<file path="config.mk">
export PLATFORM = sky130hd
export DESIGN_NAME = dcache_miss_ctrl
export DESIGN_NICKNAME = d
export VERILOG_FILES = /design/src/rtl/dcache_miss_ctrl_pkg.sv /design/src/rtl/dcache_miss_ctrl.sv
export SDC_FILE = /design/constraint.sdc
export NUM_CORES = 1
export LEC_CHECK = 0
export BUFFER_PORTS_ARGS = -buffer_cell sky130_fd_sc_hd__clkbuf_2
export CAP_MARGIN = 30
export CORE_AREA = 2 2 257 259
export CTS_CLUSTER_DIAMETER = 150
export CTS_CLUSTER_SIZE = 12
export DETAILED_ROUTE_END_ITERATION = 10
export DIE_AREA = 0 0 259 261
export GPL_TIMING_DRIVEN = 0
export MAX_ROUTING_LAYER = met4
export SLEW_MARGIN = 0
export SYNTH_ARGS = -nofsm -noshare
export SYNTH_HDL_FRONTEND = slang
export SYNTH_SLANG_ARGS = --single-unit
</file>
<file path="constraint.sdc">
create_clock -name clock -period 6.6 [get_ports clock]
set_input_delay 1.32 -clock clock [delete_from_list [all_inputs] [get_ports clock]]
set_output_delay 1.32 -clock clock [all_outputs]
set_load 0.02 [all_outputs]
</file>
<file path="src/rtl/dcache_miss_ctrl_pkg.sv">
// Shared definitions for the data-cache miss controller: the miss-sequencing
// state encoding and helpers that split a byte address into tag/set/offset.
package dcache_miss_ctrl_pkg;

  // Default cache geometry; the controller parameters start from these.
  localparam int DEF_NUM_SET      = 4;
  localparam int DEF_WAYS_PER_SET = 4;
  localparam int DEF_ADDR_W       = 32;
  localparam int DEF_LINE_W       = 128;

  // Miss sequence: pick a victim, optionally write it back, fetch the new line,
  // install it into the arrays, then refresh the LRU.
  typedef enum logic [2:0] {
    ST_IDLE    = 3'd0,
    ST_VICTIM  = 3'd1,
    ST_WB_REQ  = 3'd2,
    ST_RD_REQ  = 3'd3,
    ST_RD_WAIT = 3'd4,
    ST_INSTALL = 3'd5,
    ST_LRU_UPD = 3'd6
  } dcache_miss_state_t;

  // Byte-offset width within a line of line_w bits.
  function automatic int offset_w(input int line_w);
    return $clog2(line_w / 8);
  endfunction

  // Tag width: whatever is left of the address above the set index and offset.
  function automatic int tag_w(input int addr_w, input int num_set, input int line_w);
    return addr_w - $clog2(num_set) - offset_w(line_w);
  endfunction

endpackage

</file>
<file path="src/rtl/dcache_miss_ctrl.sv">
// Data-cache line-miss sequencer. Accepts one miss at a time, asks the LRU for
// a victim, writes the victim back when it is valid and dirty, reads the new
// line, installs it into the tag/data arrays and finally updates the LRU. The
// LRU has one update port, shared between pipeline hits and the fill; the fill
// wins only in its single LRU_UPD cycle.
module dcache_miss_ctrl
  import dcache_miss_ctrl_pkg::*;
#(
  parameter int NUM_SET        = DEF_NUM_SET,
  parameter int WAYS_PER_SET   = DEF_WAYS_PER_SET,
  parameter int ADDR_W         = DEF_ADDR_W,
  parameter int LINE_W         = DEF_LINE_W,
  parameter int NUM_SET_W      = $clog2(NUM_SET),
  parameter int WAYS_PER_SET_W = $clog2(WAYS_PER_SET),
  parameter int OFFSET_W       = offset_w(LINE_W),
  parameter int TAG_W          = ADDR_W - NUM_SET_W - OFFSET_W
) (
  input  logic                      clock,
  input  logic                      reset,
  // pipeline miss interface
  input  logic                      miss_req,
  input  logic [ADDR_W-1:0]         miss_addr,
  output logic                      miss_ready,
  output logic                      fill_done,
  output logic [WAYS_PER_SET_W-1:0] fill_way,
  // pipeline hit-update interface
  input  logic                      hit_upd_req,
  input  logic [NUM_SET_W-1:0]      hit_upd_set,
  input  logic [WAYS_PER_SET_W-1:0] hit_upd_way,
  output logic                      hit_upd_ready,
  // LRU interface
  output logic                      lru_victim_req,
  output logic [NUM_SET_W-1:0]      lru_victim_set,
  input  logic [WAYS_PER_SET_W-1:0] lru_victim_way,
  output logic                      lru_update_req,
  output logic [NUM_SET_W-1:0]      lru_update_set,
  output logic [WAYS_PER_SET_W-1:0] lru_update_way,
  // tag/data array read (victim) and write (fill)
  input  logic                      vic_valid,
  input  logic                      vic_dirty,
  input  logic [TAG_W-1:0]          vic_tag,
  input  logic [LINE_W-1:0]         vic_data,
  output logic                      arr_we,
  output logic [NUM_SET_W-1:0]      arr_set,
  output logic [WAYS_PER_SET_W-1:0] arr_way,
  output logic [TAG_W-1:0]          arr_tag,
  output logic [LINE_W-1:0]         arr_data,
  // memory request/response
  output logic                      mem_req_valid,
  output logic                      mem_req_we,
  output logic [ADDR_W-1:0]         mem_req_addr,
  output logic [LINE_W-1:0]         mem_req_data,
  input  logic                      mem_req_ready,
  input  logic                      mem_rsp_valid,
  input  logic [LINE_W-1:0]         mem_rsp_data
);

  dcache_miss_state_t state_reg, state_next;

  // Captured miss context. line_reg holds the victim line until the writeback
  // is accepted and is then reused for the fetched line: the writeback always
  // completes before the read is even issued, so the two never overlap.
  logic [NUM_SET_W-1:0]      set_reg;
  logic [TAG_W-1:0]          tag_reg;
  logic [WAYS_PER_SET_W-1:0] way_reg;
  logic [TAG_W-1:0]          vtag_reg;
  logic [LINE_W-1:0]         line_reg;

  logic accept;
  assign accept = (state_reg == ST_IDLE) && miss_req;

  // State register; reset abandons any miss in flight.
  always_ff @(posedge clock or posedge reset) begin
    if (reset) begin
      state_reg <= ST_IDLE;
    end else begin
      state_reg <= state_next;
    end
  end

  // Miss-context capture: set/tag at accept, victim info in VICTIM, fill data
  // when the read response arrives.
  always_ff @(posedge clock or posedge reset) begin
    if (reset) begin
      set_reg  <= '0;
      tag_reg  <= '0;
      way_reg  <= '0;
      vtag_reg <= '0;
      line_reg <= '0;
    end else begin
      case (state_reg)
        ST_IDLE: begin
          if (accept) begin
            set_reg <= miss_addr[OFFSET_W +: NUM_SET_W];
            tag_reg <= miss_addr[ADDR_W-1 -: TAG_W];
          end
        end
        ST_VICTIM: begin
          way_reg  <= lru_victim_way;
          vtag_reg <= vic_tag;
          line_reg <= vic_data;
        end
        ST_RD_WAIT: begin
          if (mem_rsp_valid) begin
            line_reg <= mem_rsp_data;
          end
        end
        default: ;
      endcase
    end
  end

  // Next-state and all outputs; every output is defaulted first and the hit
  // path owns the LRU update port except during LRU_UPD.
  always_comb begin
    state_next     = state_reg;
    miss_ready     = 1'b0;
    fill_done      = 1'b0;
    fill_way       = '0;
    hit_upd_ready  = hit_upd_req;
    lru_victim_req = 1'b0;
    lru_victim_set = '0;
    lru_update_req = hit_upd_req;
    lru_update_set = hit_upd_set;
    lru_update_way = hit_upd_way;
    arr_we         = 1'b0;
    arr_set        = '0;
    arr_way        = '0;
    arr_tag        = '0;
    arr_data       = '0;
    mem_req_valid  = 1'b0;
    mem_req_we     = 1'b0;
    mem_req_addr   = '0;
    mem_req_data   = '0;

    case (state_reg)
      ST_IDLE: begin
        miss_ready = 1'b1;
        if (accept) begin
          state_next = ST_VICTIM;
        end
      end
      ST_VICTIM: begin
        lru_victim_req = 1'b1;
        lru_victim_set = set_reg;
        state_next     = (vic_valid && vic_dirty) ? ST_WB_REQ : ST_RD_REQ;
      end
      ST_WB_REQ: begin
        // All request fields come from registers, so they stay stable while
        // the memory holds off.
        mem_req_valid = 1'b1;
        mem_req_we    = 1'b1;
        mem_req_addr  = {vtag_reg, set_reg, {OFFSET_W{1'b0}}};
        mem_req_data  = line_reg;
        if (mem_req_ready) begin
          state_next = ST_RD_REQ;
        end
      end
      ST_RD_REQ: begin
        mem_req_valid = 1'b1;
        mem_req_addr  = {tag_reg, set_reg, {OFFSET_W{1'b0}}};
        if (mem_req_ready) begin
          state_next = ST_RD_WAIT;
        end
      end
      ST_RD_WAIT: begin
        if (mem_rsp_valid) begin
          state_next = ST_INSTALL;
        end
      end
      ST_INSTALL: begin
        arr_we     = 1'b1;
        arr_set    = set_reg;
        arr_way    = way_reg;
        arr_tag    = tag_reg;
        arr_data   = line_reg;
        state_next = ST_LRU_UPD;
      end
      ST_LRU_UPD: begin
        // The fill takes the LRU port; a concurrent hit is stalled a cycle.
        hit_upd_ready  = 1'b0;
        lru_update_req = 1'b1;
        lru_update_set = set_reg;
        lru_update_way = way_reg;
        fill_done      = 1'b1;
        fill_way       = way_reg;
        state_next     = ST_IDLE;
      end
      default: begin
        state_next = ST_IDLE;
      end
    endcase
  end

endmodule

</file>
* Yosys cells after proc, flatten, opt, wreduce, memory -nomap -nowiden
Cells that the tools add are included.
** Cells by class
- Add/subtract/negate cells :: 0
- $mul :: 0
- Div/mod/pow operators :: 0
- Order comparisons :: 0
- Equality and inequality tests :: 10
- Shifts and indexed selects :: 0
- Muxes and demuxes :: 26
- Bitwise logic cells :: 0
- Reductions and logical operators :: 8
** Operator list (number)
- 2-to-1 mux 128 bit :: 3
- case mux 128 bit (2 select lines) :: 1
- case mux 32 bit (2 select lines) :: 1
- 2-to-1 mux 26 bit :: 1
- case mux 3 bit (6 select lines) :: 1
- 2-to-1 mux 2 bit :: 6
- 2-to-1 mux 3 bit :: 4
- equality test 3 bit (second input constant) :: 3
- 2-to-1 mux 1 bit :: 9
- != test 2 bit (second input constant) :: 4
- equality test 3 x 2 -> 1 bit (second input constant) :: 2
- AND reduction 2 bit :: 2
- AND reduction 4 bit :: 1
- equality test 3 x 1 -> 1 bit (second input constant) :: 1
- logical NOT 3 bit :: 1
- logical AND 1 bit :: 2
- nonzero test 2 bit :: 1
- OR reduction 2 bit :: 1
** Word-level totals
- Register bits :: 187
- Bits in latches :: 0
- Bits in writable memories :: 0
- ROM bits :: 0
- Input port bits :: 328
- Output and inout bits :: 334
- Word-level logic and storage cells :: 50
- Memories :: 0

* Depth between registers and ports, before layout
Gate-level depths: netlist of run 1.
- Word-level depth :: 4
- Depth in mapped cells :: 7

* Worst setup path after synthesis of run 1
No wires, ideal clock.
- Kind :: register to output
- Start :: register state_reg[0]
- End :: output port lru_victim_set[0]
- Arrival time :: 1.660 ns
- Path slack :: 3.620 ns
- Cell stages (with the launch flop) :: 7
- Path buffers :: 4
- Cells stage by stage :: dfrtp_1 > buf_4 > inv_1 > buf_2 > buf_2 > clkbuf_1 > nor4_1
** Between the ends
- Word-level cells in the longest chain between the ends :: 2
** RTL lines
- from (decl) :: RTL line dcache_miss_ctrl.sv:58 : dcache_miss_state_t state_reg, state_next;
- from (signal assigned) :: RTL line dcache_miss_ctrl.sv:77 : state_reg <= state_next;
- equality test 3 x 1 -> 1 bit :: RTL line dcache_miss_ctrl.sv:136 : case (state_reg)
- 2-to-1 mux 2 bit :: RTL line dcache_miss_ctrl.sv:136
- to (decl) :: RTL line dcache_miss_ctrl.sv:33 : output logic [NUM_SET_W-1:0] lru_victim_set,
Every way passes these cells.

* Worst setup path after layout of run 1
- Start :: register state_reg[0]
- End :: output port mem_req_data[53]
** Between the ends
- Word-level cells in the longest chain between the ends :: 2
** RTL lines
- equality test 3 x 2 -> 1 bit :: RTL line dcache_miss_ctrl.sv:136
- 2-to-1 mux 128 bit :: RTL line dcache_miss_ctrl.sv:136
- to (decl) :: RTL line dcache_miss_ctrl.sv:52 : output logic [LINE_W-1:0] mem_req_data,
Every way passes these cells.

==> results of run 1 <==
## routing by layer
layer | global-route usage | share of wire | wire, um | up-vias
li1 | - | - | - | 4748
met1 | 0.156 | 0.41 | 19100 | 4864
met2 | 0.232 | 0.50 | 23300 | 434
met3 | 0.0309 | 0.063 | 2920 | 53
met4 | 0.0580 | 0.029 | 1360 | 0
met5 | - | 0 | 0 | -
## power by group
group	switching [mW]	internal (mW)	total (mW)
logic	2.49	1.80	4.29
registers	0.408	1.76	2.17
clock network	0.556	0.541	1.10
total	3.45	4.10	7.55
## per-stage QoR
step / area [sq um] / TNS [ns] / power, mW / cells
floorplan: 11200 / 0 / 4.90 / 980
global placement: 15600 / -472.56 / 6.48 / 2497
detailed placement: 15600 / 0 / 6.53 / 2499
CTS: 16200 / 0 / 7.67 / 2531
global route: 16200 / 0 / 8.04 / 2531
finish: 16200 / 0 / 7.55 / 2534
## worst max-delay path: cells and delay by family (launching register included)
family / cells / cell delay, ns
buf+inv: 6 / 1.94
flops: 1 / 0.36
simple gates: 1 / 0.33
## synthesized netlist by cell type, drive strengths merged
cell and count:
a2bb2oi 1, nand3b 2, conb 1, mux2i 26, mux2 310, and3 128, nand3 2, nor3b 1
o21ai 7, nand2 6, nor2 31, dfrtp 187, buf 63, a21oi 3, and2 158, nor3 5
nand2b 5, inv 7, a21o 2, clkbuf 30, nor4 2
## cell usage in the layout (no fill, tap or decap), types with 2 or more instances in the layout
cell / Yosys / final
buf_2: 23 / 23
and3_1: 128 / 128
inv_8: 0 / 3
clkinvlp_4: 0 / 2
mux2_2: 146 / 146
dfrtp_1: 187 / 187
inv_6: 0 / 6
nand3_1: 2 / 2
nand3b_1: 2 / 2
nor2_1: 31 / 31
clkbuf_16: 0 / 17
clkbuf_2: 9 / 662
nor3_1: 4 / 4
nand2b_1: 5 / 5
nand2_1: 6 / 6
buf_6: 27 / 27
inv_1: 5 / 4
clkinv_8: 0 / 3
inv_2: 2 / 2
diode_2: 0 / 3
buf_4: 12 / 12
and2_1: 158 / 158
o21ai_0: 6 / 6
nor4_1: 2 / 2
a21oi_1: 2 / 2
conb_1: 1 / 4
clkbuf_1: 21 / 21
mux2i_1: 26 / 26
mux2_1: 164 / 164
a21o_1: 2 / 2
## logic make-up (layout without fill, tap and decap cells)
kind of cell | count (synthesis) | count (layout) | share of synthesized area
mux | 336 | 336 | 0.334
compound gates | 13 | 13 | 0.00692
buf+inv | 100 | 787 | 0.0591
other cells | 1 | 7 | 0.000334
flops | 187 | 187 | 0.417
simple gates | 340 | 340 | 0.182
## layout make-up
class | instances | area [sq um] | area share
multi-input cells | 693 | 5880 | 0.362
clock buffers | 17 | 425 | 0.0262
diodes | 3 | 7.51 | 0.000462
well taps | 864 | 1080 | 0.0666
repair buffers | 655 | 3310 | 0.204
flip-flops and latches | 187 | 4680 | 0.288
clock inverters | 15 | 174 | 0.0107
inverters | 7 | 33.8 | 0.00208
plain buffers | 93 | 637 | 0.0392
## worst paths after layout
path	start	to	slack (ns)	cells past startpoint
worst min register to register	vtag_reg[8]$_DFFE_PP0P_	vtag_reg[8]$_DFFE_PP0P_	0.49	1
min in group asynchronous	reset	line_reg[108]$_DFFE_PP0P_	0.87	2
worst max-delay path	state_reg[0]$_DFFE_PP0P_	mem_req_data[53]	2.14	7
worst min-delay path	vtag_reg[8]$_DFFE_PP0P_	vtag_reg[8]$_DFFE_PP0P_	0.49	1
max in group asynchronous	reset	line_reg[50]$_DFFE_PP0P_	4.68	3
worst max register to register	state_reg[0]$_DFFE_PP0P_	state_reg[1]$_DFFE_PP0P_	4.22	6
==> metrics list, run 1 <==
- Result of the run: finished clean
- Maximum number of pins on one net before global-route repair: 99
* Worst slack at placement: 2.49 ns
- Number of max-capacitance violations reported: 0
- The share of the Yosys chip area taken by registers is 0.417.
- Via Count: between 10000 and 15000
- Post-synthesis sequential element count: 187
- The tightest min-delay check is of the reg2reg type.
- The analysis attributes to cell leakage a power of approximately 8.5 nW.
- The first routing iteration left 427 violations.
* Setup Skew: about 0.017 ns
- Fin. Hold Viols: 0
* Synth cell types: 30
- In this run the worst path has a maximum fanout of 10.
* Cts bufs inserted: 17
- Flip-flop count of the largest register after layout: between 100 and 150
* Antenna Violating Nets Remaining: 0
- Critical Path Sink Type: output pin
- Final setup vio count: 0
* Clock tree from TritonCTS: yes
- Summed over all layers, the routed wires come to 46.7 mm.
* Yosys warning total: 0
- Floorplan Core Area: 65000 sq um
* Global-route congestion overflow total: 0
* P per Cell Area: 465 nW/um^2
* Clock latency on the worst-skew pair: ~0.5 ns
* Die boundary height: ~260 um
* Global routing usage summed across all routing layers: 0.137
* Mapped Area: 11200 sq um
- First-pass GRT wire length: 65.4 mm
- Critical path class: reg2out
- Number of hold-repair buffers added at the cts stage: 0
- Fraction of the core area covered by cells at the end of the flow: 0.250
- Startpoint kind of the worst setup timing path: flip-flop
- Slew at the pin closest to its max-slew limit: 1.02 ns
- For the worst setup path, the data required time is ~5.3 ns.
- The cell count after synthesis came out at 977.
* Sinks on the clock net: 187
- Of the available clock period, the critical path in the final layout requires 0.675.
- In this design, the stage delay of the slowest critical-path cell is 0.72 ns.
* Largest area contributor in the netlist: dfrtp_1
* Starting utilization of the core area: 0.172
- Number of antenna violations at the first check in global routing: 1
* Final number of max-transition violations: 0
- In this run the post-CTS setup repair buffer count came out at 0.
- The slowest stage of the critical path belongs to the cell clkbuf_1.
- RSZ-0062 raised after global routing: no
* Clock Path Buffers: 2
- Relative to the synthesized area, the layout overhead comes to 44.7%.
* Worst slew margin relative to its limit: 0.320
- Average cell area after synthesis: 11.5 sq um
- Ratio of cells with drive above 1 in the final layout: 0.546
- The tightest hold path in the finished design has a slack of 0.490 ns.
* Die outline area: approximately 68000 sq um
* Cell row count: 94
- Cell at the root of the clock tree: clkbuf_16
- Maximum level of the CTS H-tree: 4
* Clk slew on worst S/H paths: 0.09 ns
- IR analysis of the VDD net gives a maximum drop of 0.220 mV.
- Input and output buffers added on the ports amount to ~650.
- Top cells by area in the synthesized netlist: dfrtp_1, mux2_1, mux2_2
* Hpwl dp: roughly 37 mm
- Crit path top cell by count: buf_2
- Traced cell by cell, the critical path runs through buf_4 -> inv_1 -> buf_2 -> buf_2 -> clkbuf_1 -> and3_1 -> clkbuf_2.
* Tmin final: 4.46 ns
* Top cell type's share of synthesized area: 0.417
- Based on the critical path, the design can be clocked at up to 0.224 GHz.
- In the routed layout, each cell is associated on average with a via count of 3.99.
- The first TritonRoute pass finished after 5 iterations.
* Chip width: approximately 260 um
* Via count of the first global-routing pass: just over 10000
* Filler instances: 7057
- Top Ports: around 660
* Post-cts repair resize count: 0
* Final setup slack of the worst path: 2.14 ns
* Final Net Count: 1982
- For the worst setup path, the data arrival time is 3.14 ns.
- Gpl congestion: between 0.9 and 1
- Mean routed wirelength per cell: about 18 um
- # DRC: 0
Power figures use the tool's default switching activity.
==> run 2, diff against run 1 <==
--- a/config.mk
+++ b/config.mk
@@ -5,13 +5,14 @@
 export SDC_FILE = /design/constraint.sdc
 export NUM_CORES = 1
 export LEC_CHECK = 0
+export ABC_AREA = 1
 export BUFFER_PORTS_ARGS = -buffer_cell sky130_fd_sc_hd__clkbuf_2
 export CAP_MARGIN = 30
-export CORE_AREA = 2 2 257 259
+export CORE_AREA = 2 2 254 256
 export CTS_CLUSTER_DIAMETER = 150
 export CTS_CLUSTER_SIZE = 12
 export DETAILED_ROUTE_END_ITERATION = 10
-export DIE_AREA = 0 0 259 261
+export DIE_AREA = 0 0 256 258
 export GPL_TIMING_DRIVEN = 0
 export MAX_ROUTING_LAYER = met4
 export SLEW_MARGIN = 0
==> constraint.sdc (replaced) <==
create_clock -name clock -period 3.8 [get_ports clock]
set_input_delay 0.76 -clock clock [delete_from_list [all_inputs] [get_ports clock]]
set_output_delay 0.76 -clock clock [all_outputs]
set_load 0.02 [all_outputs]
==> run 2 against run 1 <==
Against the previous run:
- total power up 66%
- clock skew up 0.0058 ns
- count of clock-buffer cells in the layout unchanged
- worst hold slack worse by 0.25 ns
- wire length up 19%
- sequential share of layout area up 0.29 points
- largest power group unchanged
==> metrics list, run 2 <==
- Result of the run: finished clean
- Flip-flop count of the largest register after layout: 128 (unchanged)
- Largest area contributor in the netlist: dfrtp_1
- Yosys warning total: 0 (unchanged)
- Standard cell with the maximum stage delay on the critical path: buf_2
- Setup Skew: 0.0226 ns (+0.00576 ns)
- RSZ-0062 raised after global routing: no
- The clock transition at the registers of the reported paths is 0.08 ns (about the same).
* Number of antenna violations at the first check in global routing: 1 (unchanged)
- The met3 track demand over resource came to 0.0367 (+0.00583).
* Worst vdd rail ir drop: 0.337 mV (+53%)
* Critical Path Sink Type: output pin
- Cell with the most instances after synthesis: nand2_1
* PortBufs: 653 (unchanged)
* Ratio of cells with drive above 1 in the final layout: 0.343 (-0.203)
- Critical path class: reg2out
- The area fraction in compound gates after synthesis came to 0.0862 (+0.0793).
- Worst Path Required: 3.04 ns (-2.24 ns)
- Static Leak: 9.19 nW (+8.3%)
- Count of flip-flops with a built-in enable after synthesis: 0 (unchanged)
- FF-to-FF Start: state_reg[2]$_DFFE_PP0P_
- Clock tree from TritonCTS: yes
- The total negative setup slack was 0 ns (unchanged).
* Antenna Violating Nets Remaining: 0 (unchanged)
- Post-Synth Adder-Cell Area: 0 (unchanged)
* P per Cell Area: 779 nW/um^2 (+68%)
- Via count of the first global-routing pass: 12400 (+22%)
* Final critical-path share of the clock period: 0.910
* Crit path top cell by count: buf_2
* Worst slew margin relative to its limit: 0.477 (+0.157)
- Cell row count: 93 (-1.1%)
- The overall die area was 66000 sq um (-2.3%).
- Routed vias/inst: 4.10 (+2.8%)
* Most frequent cells after synthesis: nand2_1, nor2_1, inv_1
- The XOR/XNOR share of the synthesized area came to 0 (unchanged).
- Slew at the pin closest to its max-slew limit: 0.785 ns (-0.236 ns)
* Fraction of registers with async set/reset: 1.00 (unchanged)
- The total count of max-transition violations in the final report was 0 (unchanged).
- The post-detailed-route DRC marker count is 0 (unchanged).
* Final Net Count: 2662 (+34%)
- The floorplan core area was 63600 sq um (-2.1%).
- The number of inserted diodes came to 0 (-3).
* Mean routed wirelength per cell: 17.3 um (-6.0%)
- The layout filler cell count came to 7237 (+2.6%).
- The placed wire-length estimate is 44.7 mm (+20%).
* Mapped Area: 11000 sq um (-2.3%)
* Fin. Hold Viols: 0 (unchanged)
- The met2 track demand over resource in global routing came to 0.277 (+0.0454).
* First-pass GRT wire length: 78.9 mm (+21%)
- Reg-to-reg endpoint: line_reg[38]$_DFFE_PP0P_
* Most Used Layer, Global Route: met2
- The effective utilization at floorplan came to 0.172 (-0.000205).
* Post-synthesis sequential area ratio: 0.427 (+0.00962)
* Critical path's largest stage delay: 0.41 ns (-0.31 ns)
* Top cell type's share of synthesized area: 0.427 (+0.00962)
- The critical path starts at state_reg[0]$_DFFE_PP0P_.
- Die boundary height: 258 um (-1.1%)
* Drt first pass iters: 5 (unchanged)
- Top Ports: 662 (unchanged)
- The arrival time of data at the critical path endpoint is 2.70 ns (-0.44 ns).
- Most common cell after layout, fill and taps aside: clkbuf_2
- Average cell area after synthesis: 6.63 sq um (-42%)
- Final setup vio count: 0 (unchanged)
- Layout Area Growth over Synthesis: 46.6%
- STA classifies the critical path startpoint as a flip-flop.
- Filler-free cell count of the finished design: 3202 (+26%)
* Worst slack at placement: 0.477 ns (-2.01 ns)
- Via Count: 13100 (+30%)
- Mux contribution to synthesized area: 0 (-0.334)
* Total wirelength of the detailed-routed design: 55.5 mm (+19%)
- Global-route congestion overflow total: 0 (unchanged)
- Global routing usage summed across all routing layers: 0.167 (+0.0294)
- The depth of the worst register-to-register path came to 6 (unchanged).
- In this run the clock root is driven by a clkbuf_16.
- Chip width: 256 um (-1.2%)
- Primary FF master, synth: dfrtp_1
* Clock Path Buffers: 2 (unchanged)
- Worst min-delay path category: in2async
- Final setup slack of the worst path: 0.343 ns (-1.80 ns)
* Number of max-capacitance violations reported: 0 (unchanged)
* Maximum level of the CTS H-tree: 4 (unchanged)
* Starting DRT DRC Count: 838 (+96%)
- By area the synthesized netlist is led by dfrtp_1, nand2_1, nor2_1.
- Synthesized instance count: 1654 (+69%)
* Clock latency on the worst-skew pair: 0.49 ns (about the same)
- Post-CTS Repair Setup Buffers: 0 (unchanged)
* Cell count after placement: 3170 (+27%)
- Post-synthesis sequential element count: 187 (unchanged)
* Gpl congestion: 0.933 (-4.4%)
* Leading cell types in the layout, fill and taps excluded: clkbuf_2, nand2_1, nor2_1, inv_1, dfrtp_1
- Critical path fanouts, max: 10 (unchanged)
- Cell-by-cell trace of the critical path: buf_4 -> inv_1 -> nand3_2 -> buf_2 -> buf_2 -> nor2_1 -> clkbuf_2
- Dominant combinational cell family by area after synthesis: simple AND/OR/NAND/NOR gates
- F_max: between 0.2 and 0.3 GHz
- Tmin final: 3.46 ns
* Met1 Track Usage GR: 0.198 (+0.0419)
- Setup crit end: mem_req_data[126]
- R2R Setup Slk: 1.62 ns (-2.60 ns)
- Sinks on the clock net: 187 (unchanged)
- Cts bufs inserted: 17 (unchanged)
* Post-Synth Simple-Gate Area: 0.353 (+0.171)
- The distinct cell type count after synthesis was 23 (-23%).
* Maximum number of pins on one net before global-route repair: 41 (-59%)
run 2: cell types whose count changed in the layout (fill, tap and decap cells not counted), sizes merged, moves of 26 or more:
cell   previous run  this run
mux2i            26         0
and2            158         0
nand2             6       499
mux2            310         0
o21ai             7       161
nand3             2       166
inv              15       198
and3            128         0
nor2             31       296
buf              65       109
run 2: power by group:
part	total [mW]	internal, mW	switching [mW]
sequential	3.23	2.95	0.277
clock	2.04	1.07	0.963
combinational	7.25	2.00	5.25
run 2: kinds of logic (layout without fill, tap and decap cells):
family,count (synthesis),count (layout)
other,1,4
buffers and inverters,318,1008
and+or+nand+nor,965,965
DFF,187,187
AOI/OAI and AO/OA,183,183
run 2: layout make-up:
cell class	instances	area, sq um	area share
clock buffer	17	425	0.0265
sequential	187	4680	0.291
buffer	126	742	0.0462
timing repair buffer	658	3370	0.210
tap	855	1070	0.0666
inverter	192	727	0.0452
multi-input combinational	1152	4830	0.301
clock inverter	15	224	0.0139
run 2: repair_timing:
item / 4_1_cts / 5_1_grt
gates resized for setup: 1 / 0
hold buffers: 0 / 0
endpoints found under the setup margin: 4 / 0
run 2: stage by stage:
stage | total power, mW | util | area [sq um] | hold WS (ns)
floorplan | 7.78 | - | 11000 | 0.442
global placement | 10.5 | 0.241 | 15300 | 0.455
CTS | 12.7 | 0.252 | 16100 | 0.195
finish | 12.5 | 0.252 | 16100 | 0.241
global route | 13.5 | 0.252 | 16100 | 0.230
detailed placement | 10.6 | 0.242 | 15400 | 0.458
run 2: how the worst min path moves through the flow:
stage	endpoint	slack [ns]	cells past startpoint
2_1_floorplan	set_reg[0]$_DFFE_PP0P_	0.44	2
3_3_place_gp	tag_reg[23]$_DFFE_PP0P_	0.46	2
3_5_place_dp	tag_reg[24]$_DFFE_PP0P_	0.46	2
4_1_cts	line_reg[58]$_DFFE_PP0P_	0.20	2
5_1_grt	line_reg[58]$_DFFE_PP0P_	0.23	2
6_report	line_reg[58]$_DFFE_PP0P_	0.24	2
run 2: critical path, delay by kind of cell, from the launching register on:
kind | cells | cell delay (ns)
AND/OR/NAND/NOR | 2 | 0.61
flip-flops | 1 | 0.36
buffers and inverters | 5 | 1.21
run 2: per-layer routing:
layer	vias to the layer above	wire length, um
li1	6413	-
met1	6072	23400
met2	578	26900
met3	58	3720
met4	0	1500
met5	-	0
